File: config.mk
export PLATFORM = sky130hd
export DESIGN_NAME = drv_stream_flat
export DESIGN_NICKNAME = d
export VERILOG_FILES = /design/src/rtl/drv_pkg.sv /design/src/rtl/drv_stream_if.sv /design/src/rtl/drv_fifo.sv /design/src/rtl/drv_stream.sv /design/src/flat_wrapper.sv
export SDC_FILE = /design/constraint.sdc
export NUM_CORES = 1
export LEC_CHECK = 0
export BUFFER_PORTS_ARGS = -buffer_cell sky130_fd_sc_hd__buf_4
export CORE_ASPECT_RATIO = 1.2
export CORE_MARGIN = 8
export CORE_UTILIZATION = 45
export CTS_CLUSTER_DIAMETER = 40
export DETAILED_ROUTE_END_ITERATION = 10
export PLACE_DENSITY = 0.86
export SYNTH_ARGS = -nofsm -noshare
export SYNTH_HDL_FRONTEND = slang
export SYNTH_HIERARCHICAL = 1
export SYNTH_SLANG_ARGS = --single-unit
File: constraint.sdc
create_clock -name clk -period 3.8 [get_ports clk]
set_input_delay 0.76 -clock clk [delete_from_list [all_inputs] [get_ports clk]]
set_output_delay 0.76 -clock clk [all_outputs]
set_load 0.02 [all_outputs]
File: src/rtl/drv_pkg.sv
// Shared types and constants for the stream driver: operating modes, FSM states,
// s2cif packet width and a saturating counter helper.
package drv_pkg;

  typedef enum logic {
    DRV_STREAM,
    DRV_FREE
  } drv_mode_e;

  typedef enum logic [1:0] {
    FETCH,
    DRAIN,
    DONE,
    ERROR
  } drv_state_e;

  localparam int PKT_BITS  = 64;
  localparam int DRV_CNT_W = 32;
  localparam int DRV_RET_W = 32;

  function automatic logic [DRV_CNT_W-1:0] sat_inc(input logic [DRV_CNT_W-1:0] v);
    return (v == '1) ? v : v + DRV_CNT_W'(1);
  endfunction

endpackage

File: src/rtl/drv_stream_if.sv
// s2cif bus between a driver channel and the C model: one call per cycle with a
// same-cycle response, a static setup result and an error report strobe.
interface drv_stream_if;
  import drv_pkg::*;

  logic                        call;
  logic [7:0]                  id;
  logic [7:0]                  fn;
  logic signed [DRV_RET_W-1:0] ret;
  logic [PKT_BITS-1:0]         data;
  logic signed [DRV_RET_W-1:0] setup_ret;
  logic                        report;
  logic signed [DRV_RET_W-1:0] report_ret;

  modport master (
    output call, id, fn, report, report_ret,
    input  ret, data, setup_ret
  );

  modport slave (
    input  call, id, fn, report, report_ret,
    output ret, data, setup_ret
  );

endinterface

File: src/rtl/drv_fifo.sv
// Synchronous first-word-fall-through FIFO; rdata shows the head entry whenever
// the FIFO is non-empty. Push when full and pop when empty are ignored.
module drv_fifo #(
  parameter int WIDTH = 8,
  parameter int DEPTH = 4
) (
  input  logic                     clk,
  input  logic                     rst,
  input  logic                     push,
  input  logic [WIDTH-1:0]         wdata,
  input  logic                     pop,
  output logic [WIDTH-1:0]         rdata,
  output logic [$clog2(DEPTH):0]   count,
  output logic                     empty,
  output logic                     full
);

  localparam int AW = $clog2(DEPTH);
  localparam logic [AW:0] FULL_CNT = (AW+1)'(DEPTH);

  logic [WIDTH-1:0] mem [DEPTH];
  logic [AW-1:0]    wr_ptr, rd_ptr;
  logic [AW:0]      cnt;
  logic             do_push, do_pop;

  assign do_push = push && !full;
  assign do_pop  = pop && !empty;

  always_ff @(posedge clk) begin
    if (rst) begin
      wr_ptr <= '0;
      rd_ptr <= '0;
      cnt    <= '0;
    end else begin
      if (do_push) wr_ptr <= wr_ptr + AW'(1);
      if (do_pop)  rd_ptr <= rd_ptr + AW'(1);
      case ({do_push, do_pop})
        2'b10:   cnt <= cnt + (AW+1)'(1);
        2'b01:   cnt <= cnt - (AW+1)'(1);
        default: ;
      endcase
    end
  end

  // NOTE: storage is deliberately not reset; the pointers and count define which entries are live.
  always_ff @(posedge clk) begin
    if (do_push) mem[wr_ptr] <= wdata;
  end

  assign rdata = mem[rd_ptr];
  assign count = cnt;
  assign empty = (cnt == '0);
  assign full  = (cnt == FULL_CNT);

endmodule

File: src/rtl/drv_stream.sv
// One driver channel: prefetches words from the C model over s2cif into a FIFO and
// presents them to the DUT input with valid/ready (or free-running), flagging last/done/err.
module drv_stream
  import drv_pkg::*;
#(
  parameter int        id    = 0,
  parameter int        FN    = 0,
  parameter int        WIDTH = 8,
  parameter int        DEPTH = 4,
  parameter drv_mode_e MODE  = DRV_STREAM
) (
  input  logic                 clk,
  input  logic                 rst,
  drv_stream_if.master         s2cif,
  output logic [WIDTH-1:0]     dout_data,
  output logic                 dout_valid,
  input  logic                 dout_ready,
  output logic                 dout_last,
  output logic                 done,
  output logic                 err,
  output logic [DRV_CNT_W-1:0] xfer_cnt
);

  localparam int CW = $clog2(DEPTH) + 1;

  drv_state_e       state, state_next;
  logic             eod;
  logic [CW-1:0]    count;
  logic             empty, full;
  logic [WIDTH-1:0] head;
  logic             setup_fail;
  logic             call, call_eod, call_err, push, pop;

  // The setup result is fixed for the whole simulation, so it is used directly.
  assign setup_fail = (s2cif.setup_ret != 0);

  drv_fifo #(.WIDTH(WIDTH), .DEPTH(DEPTH)) u_fifo (
    .clk   (clk),
    .rst   (rst),
    .push  (push),
    .wdata (s2cif.data[WIDTH-1:0]),
    .pop   (pop),
    .rdata (head),
    .count (count),
    .empty (empty),
    .full  (full)
  );

  // NOTE: clocked state uses non-blocking assignments so every register samples pre-edge values.
  always_ff @(posedge clk) begin
    if (rst) state <= setup_fail ? ERROR : FETCH;
    else     state <= state_next;
  end

  always_comb begin
    state_next = state;
    case (state)
      FETCH: begin
        if (setup_fail || call_err) state_next = ERROR;
        else if (call_eod)          state_next = DRAIN;
      end
      DRAIN: if (empty || (count == CW'(1) && pop)) state_next = DONE;
      default: ;
    endcase
  end

  // NOTE: every combinational output gets a default first so no path can infer a latch.
  always_comb begin
    call       = 1'b0;
    dout_valid = 1'b0;
    if (state == FETCH && !rst && !setup_fail && !full) call = 1'b1;
    if (!rst && !setup_fail && !empty && state != ERROR) dout_valid = 1'b1;
    call_eod  = call && (s2cif.ret < 0);
    call_err  = call && (s2cif.ret > 0);
    push      = call && (s2cif.ret == 0);
    pop       = dout_valid && (MODE == DRV_FREE || dout_ready);
    dout_data = dout_valid ? head : '0;
    // End-of-data returned by this cycle's call already marks a lone head word as last.
    dout_last = dout_valid && (count == CW'(1)) && (eod || call_eod);
    done      = !rst && (state == DONE);
    err       = setup_fail || (!rst && state == ERROR);
  end

  always_ff @(posedge clk) begin
    if (rst) begin
      eod      <= 1'b0;
      xfer_cnt <= '0;
    end else begin
      if (call_eod) eod      <= 1'b1;
      if (pop)      xfer_cnt <= sat_inc(xfer_cnt);
    end
  end

  assign s2cif.call       = call;
  assign s2cif.id         = 8'(id);
  assign s2cif.fn         = 8'(FN);
  assign s2cif.report     = call_err;
  assign s2cif.report_ret = s2cif.ret;

endmodule

File: src/flat_wrapper.sv
// flat-port wrapper written by rule: the top's interface ports become plain ports
module drv_stream_flat import drv_pkg::*;
#(
  parameter int        id    = 0,
  parameter int        FN    = 0,
  parameter int        WIDTH = 8,
  parameter int        DEPTH = 4,
  parameter drv_mode_e MODE  = DRV_STREAM
)
  (clk, rst, dout_data, dout_valid, dout_ready, dout_last, done, err, xfer_cnt, s2cif_call, s2cif_id, s2cif_fn, s2cif_report, s2cif_report_ret, s2cif_ret, s2cif_data, s2cif_setup_ret);
  drv_stream_if s2cif_i ();
  input  logic clk;
  input  logic rst;
  output logic [WIDTH-1:0] dout_data;
  output logic dout_valid;
  input  logic dout_ready;
  output logic dout_last;
  output logic done;
  output logic err;
  output logic [DRV_CNT_W-1:0] xfer_cnt;
  output wire logic [$bits(s2cif_i.call)-1:0] s2cif_call;
  output wire logic [$bits(s2cif_i.id)-1:0] s2cif_id;
  output wire logic [$bits(s2cif_i.fn)-1:0] s2cif_fn;
  output wire logic [$bits(s2cif_i.report)-1:0] s2cif_report;
  output wire logic [$bits(s2cif_i.report_ret)-1:0] s2cif_report_ret;
  input wire logic [$bits(s2cif_i.ret)-1:0] s2cif_ret;
  input wire logic [$bits(s2cif_i.data)-1:0] s2cif_data;
  input wire logic [$bits(s2cif_i.setup_ret)-1:0] s2cif_setup_ret;
  assign s2cif_call = s2cif_i.call;
  assign s2cif_id = s2cif_i.id;
  assign s2cif_fn = s2cif_i.fn;
  assign s2cif_report = s2cif_i.report;
  assign s2cif_report_ret = s2cif_i.report_ret;
  assign s2cif_i.ret = s2cif_ret;
  assign s2cif_i.data = s2cif_data;
  assign s2cif_i.setup_ret = s2cif_setup_ret;
  drv_stream #(.id(id), .FN(FN), .WIDTH(WIDTH), .DEPTH(DEPTH), .MODE(MODE)) u_core (.clk(clk), .rst(rst), .s2cif(s2cif_i), .dout_data(dout_data), .dout_valid(dout_valid), .dout_ready(dout_ready), .dout_last(dout_last), .done(done), .err(err), .xfer_cnt(xfer_cnt));
endmodule
==> out/qor_table.md <==
| Metric | Reported | Unit |
| --- | --- | --- |
| CTS Buf Count | 9 | - |
| PortBufs | 152 | - |
| Worst-case clock skew | 0.0113 | ns |
| Arrival time of the worst setup path | 2.68 | ns |
| Worst Hold Launch | u_core/eod$_SDFFE_PP0P_ | - |
| Clock tree from TritonCTS | yes | - |
| Unique masters post-synth | 46 | - |
| Width of the chip | 104 | um |
| Netlist area before placement | 0.00418 | sq mm |
| Area occupied by registers | 0.00186 | sq mm |
| Power per Cell Area | 316 | mW/mm^2 |
| CP max FO | 6 | - |
| Post-Place Setup Slack | 0.389 | ns |
| Most repeated cell in the gate-level netlist after synthesis | buf_4 | - |
| Portion of total power attributed to combinational logic | 9.0 | % |
| Final hold vios | 0 | - |
| Count of synthesis-stage warnings from yosys | 6 | - |
| Worst endpoint required time | 3.04 | ns |
| Minimum period implied by the final worst setup slack | 3.44 | ns |
| Critical setup path kind | input port to output port | - |
| Endpoint type of the worst setup path | output port | - |
| Portion of total power attributed to sequential cells | 50.3 | % |
| RSZ-0062 raised after global routing | no | - |
| Asr flop ratio synth | 0 | % |
| Sequential share of the synthesized area | 44.6 | % |
| Initial antenna violation count | 0 | - |
| Max-slew violations | 0 | - |
| Y dimension of the die | 122 | um |
| Detail-routed via count per cell | 5.57 | - |
| Count of antenna-violating nets left after detailed routing | 0 | - |
| Internal Power | 1.30 | mW |
| Proportion of layout cells with a drive suffix above 1 | 36.9 | % |
| Final-report setup violation count | 0 | - |
| CTS sink count | 76 | - |
| Die outline area | 0.0126 | sq mm |
| FF-to-FF Start | u_core/u_fifo/count[0]$_SDFFE_PP0P_ | - |
| Setup Total Neg Slack | 0 | ns |
| Count of routing violations after the opening detailed-route iteration | 312 | - |
| Total grt overflow | 0 | - |
| Number of cells produced by synthesis | 418 | - |
| Number of setup buffers added after CTS | 0 | - |
| Number of synthesized flops with an enable pin | 34 | - |
| Synth-to-layout area growth | 28.3 | % |
| Clock-pin transition on the worst setup and hold timing paths | 0.07 | ns |
| Worst path max stage delay | 0.43 | ns |
| CTS Root Cell | clkbuf_8 | - |
| Critical Path Source | s2cif_setup_ret[25] | - |
| Slack of the critical path | 0.355 | ns |
| Cell with the most instances on the worst path | buf_4 | - |
| Measured slew at the worst slew-check pin | 0.578 | ns |
| Synthesis-stage register bit count | 76 | - |
| Final cycle utilization of the critical path | 90.7 | % |
| IO Pins | 225 | - |
| Power share of the clock group | 40.7 | % |
| Maximum frequency from static timing analysis | 290 | MHz |
| Area leader, netlist | edfxtp_1 | - |
| Longest Clk Path Bufs | 2 | - |
| Via count of the first global-routing pass | 3,772 | - |
| VDD IR-drop max | 0.000275 | V |
| Wire length of the first global-routing pass | 18.3 | mm |
| Final weighted congestion in routability-driven placement | 0.808 | - |
| Status | complete, no violations | - |
| Tightest slew margin relative to the limit | 61.4 | % |
| Main flop type after synthesis | dfxtp_1 | - |
| Top cells by instance count after synthesis | buf_4 (48), dfxtp_1 (42), edfxtp_1 (34) | - |
| CP startpoint kind | input port | - |
| Area fraction of the dominant cell type after synthesis | 24.4 | % |
| Routed vias | 3,676 | - |
| Power dissipated by switching net loads | 0.393 | mW |
| Final layout net count | 673 | - |
| Total of cells resized after clock tree synthesis | 0 | - |
| Static Leak | 2.06 | nW |
| Routed WL per cell | 17.8 | um |
| Filler cells | 770 | - |
| Row count | 38 | - |
| Number of max-capacitance violations reported | 0 | - |
| Post-synthesis average cell area | 9.99 | sq um |
| Post-route DRC violation count | 0 | - |
| Top post-synthesis cells by area | edfxtp_1 (24%), dfxtp_1 (20%), buf_4 (8.6%) | - |
| Multi-input combinational cell area | 0.00189 | sq mm |
| Class of the worst hold path | flop to flop | - |
| Pin count of the biggest net entering global routing | 55 | - |
| Source-to-sink clock delay at the later pin of the worst-skew pair | 0.35 | ns |
| Worst path cell trace | buf_4 -> nor4_1 -> and4_1 -> and2_1 -> buf_4 -> a41oi_1 -> nor4_1 -> buf_4 | - |
| CTS hold repair buffers | 0 | - |
| Initial core utilization | 46.2 | % |
| GR Util All Layers | 17.6 | % |
| Core ar. | 0.00903 | sq mm |
| Detailed Route WL | 11.7 | mm |
| Number of H-tree levels | 3 | - |
| Switching power as a share of total power | 23.2 | % |
| First-pass detailed-route iteration total | 4 | - |
| Master of the slowest instance on the critical path | nor4_1 | - |
| HPWL after detailed placement | 8.92 | mm |
| N_diodes | 0 | - |
[cell families after synthesis]
family / after synthesis / synth area share (%)
flops: 76 / 44.6
compound gates: 66 / 10.0
fa+ha+maj: 7 / 2.28
mux: 16 / 6.44
simple gates: 170 / 24.3
xor+xnor: 3 / 0.629
buf+inv: 79 / 11.6
other cells: 1 / 0.0898
[power groups by stage]
stage / Clock, mW / Sequential, mW / Combinational (mW)
after floorplan: 0 / 0.870 / 0.0889
after global placement: 0 / 0.870 / 0.149
after global routing: 0.735 / 0.851 / 0.161
final: 0.689 / 0.851 / 0.152
after CTS: 0.694 / 0.851 / 0.152
after detailed placement: 0 / 0.870 / 0.152
[layer usage]
layer / vias to the layer above / track usage [%] / part of all wire [%]
li1: 1756 / - / -
met1: 1738 / 19.2 / 40
met2: 170 / 31.7 / 52
met3: 12 / 6.13 / 7.5
met4: 0 / 4.81 / 0.83
met5: - / 0 / 0
[placed cells by master, fill, tap and decap left out, types with 2 or more instances in the layout]
master	instances
ha_1	6
bufinv_16	2
nand2_1	15
dfxtp_1	42
and3_1	7
o31ai_1	21
conb_1	16
edfxtp_1	34
nand4_1	13
and4_1	7
inv_6	2
mux4_2	8
buf_4	159
o311a_1	2
nand3_1	16
or3_1	6
nand2b_1	4
nor4_1	22
a21oi_1	30
inv_1	11
nor2b_1	8
nor3_1	5
mux2_2	7
clkbuf_8	9
xor2_1	3
and2_1	16
o21ai_0	7
or4_1	20
nor2_1	22
[sequential cells by signal (all words and copies together), names as in the netlist, named ones only]
register / cells
u_core/u_fifo/wr_ptr: 2
u_core/u_fifo/count: 3
u_core/state: 2
u_core/u_fifo/rd_ptr: 2
u_core/u_fifo/mem: 32
u_core/eod: 1
u_core/xfer_cnt: 32
[worst paths after layout]
kind                                                            end  slack (ns)  cells past startpoint
worst max-delay path                                      dout_last        0.36                      8
worst min register to register              u_core/eod$_SDFFE_PP0P_        0.48                      2
worst min-delay path                        u_core/eod$_SDFFE_PP0P_        0.48                      2
worst max register to register  u_core/u_fifo/count[2]$_SDFFE_PP0P_        0.83                     13
[worst max-delay path, delay by kind of cell]
family                 cells  cell delay [ns]
AOI/OAI and AO/OA          1             0.13
and+or+nand+nor            4             1.30
buffers and inverters      3             0.49
[layout make-up]
type | count | area share, %
Multi-Input combinational cell | 278 | 35.2
Sequential cell | 76 | 34.8
Timing Repair Buffer | 159 | 22.3
Tap cell | 120 | 2.80
Clock buffer | 9 | 2.31
Clock inverter | 7 | 1.84
Inverter | 11 | 0.771
[stage by stage]
stage | total power [mW] | util, % | instance area [sq um] | cells | hold WS (ns)
after floorplan | 0.959 | - | 4230 | 433 | 0.428
after global placement | 1.02 | 56.8 | 5130 | 644 | 0.464
after detailed placement | 1.02 | 56.8 | 5130 | 644 | 0.459
after CTS | 1.70 | 59.3 | 5360 | 660 | 0.480
after global routing | 1.75 | 59.3 | 5360 | 660 | 0.528
final | 1.69 | 59.3 | 5360 | 660 | 0.483
(Power assumes the default switching activity.)
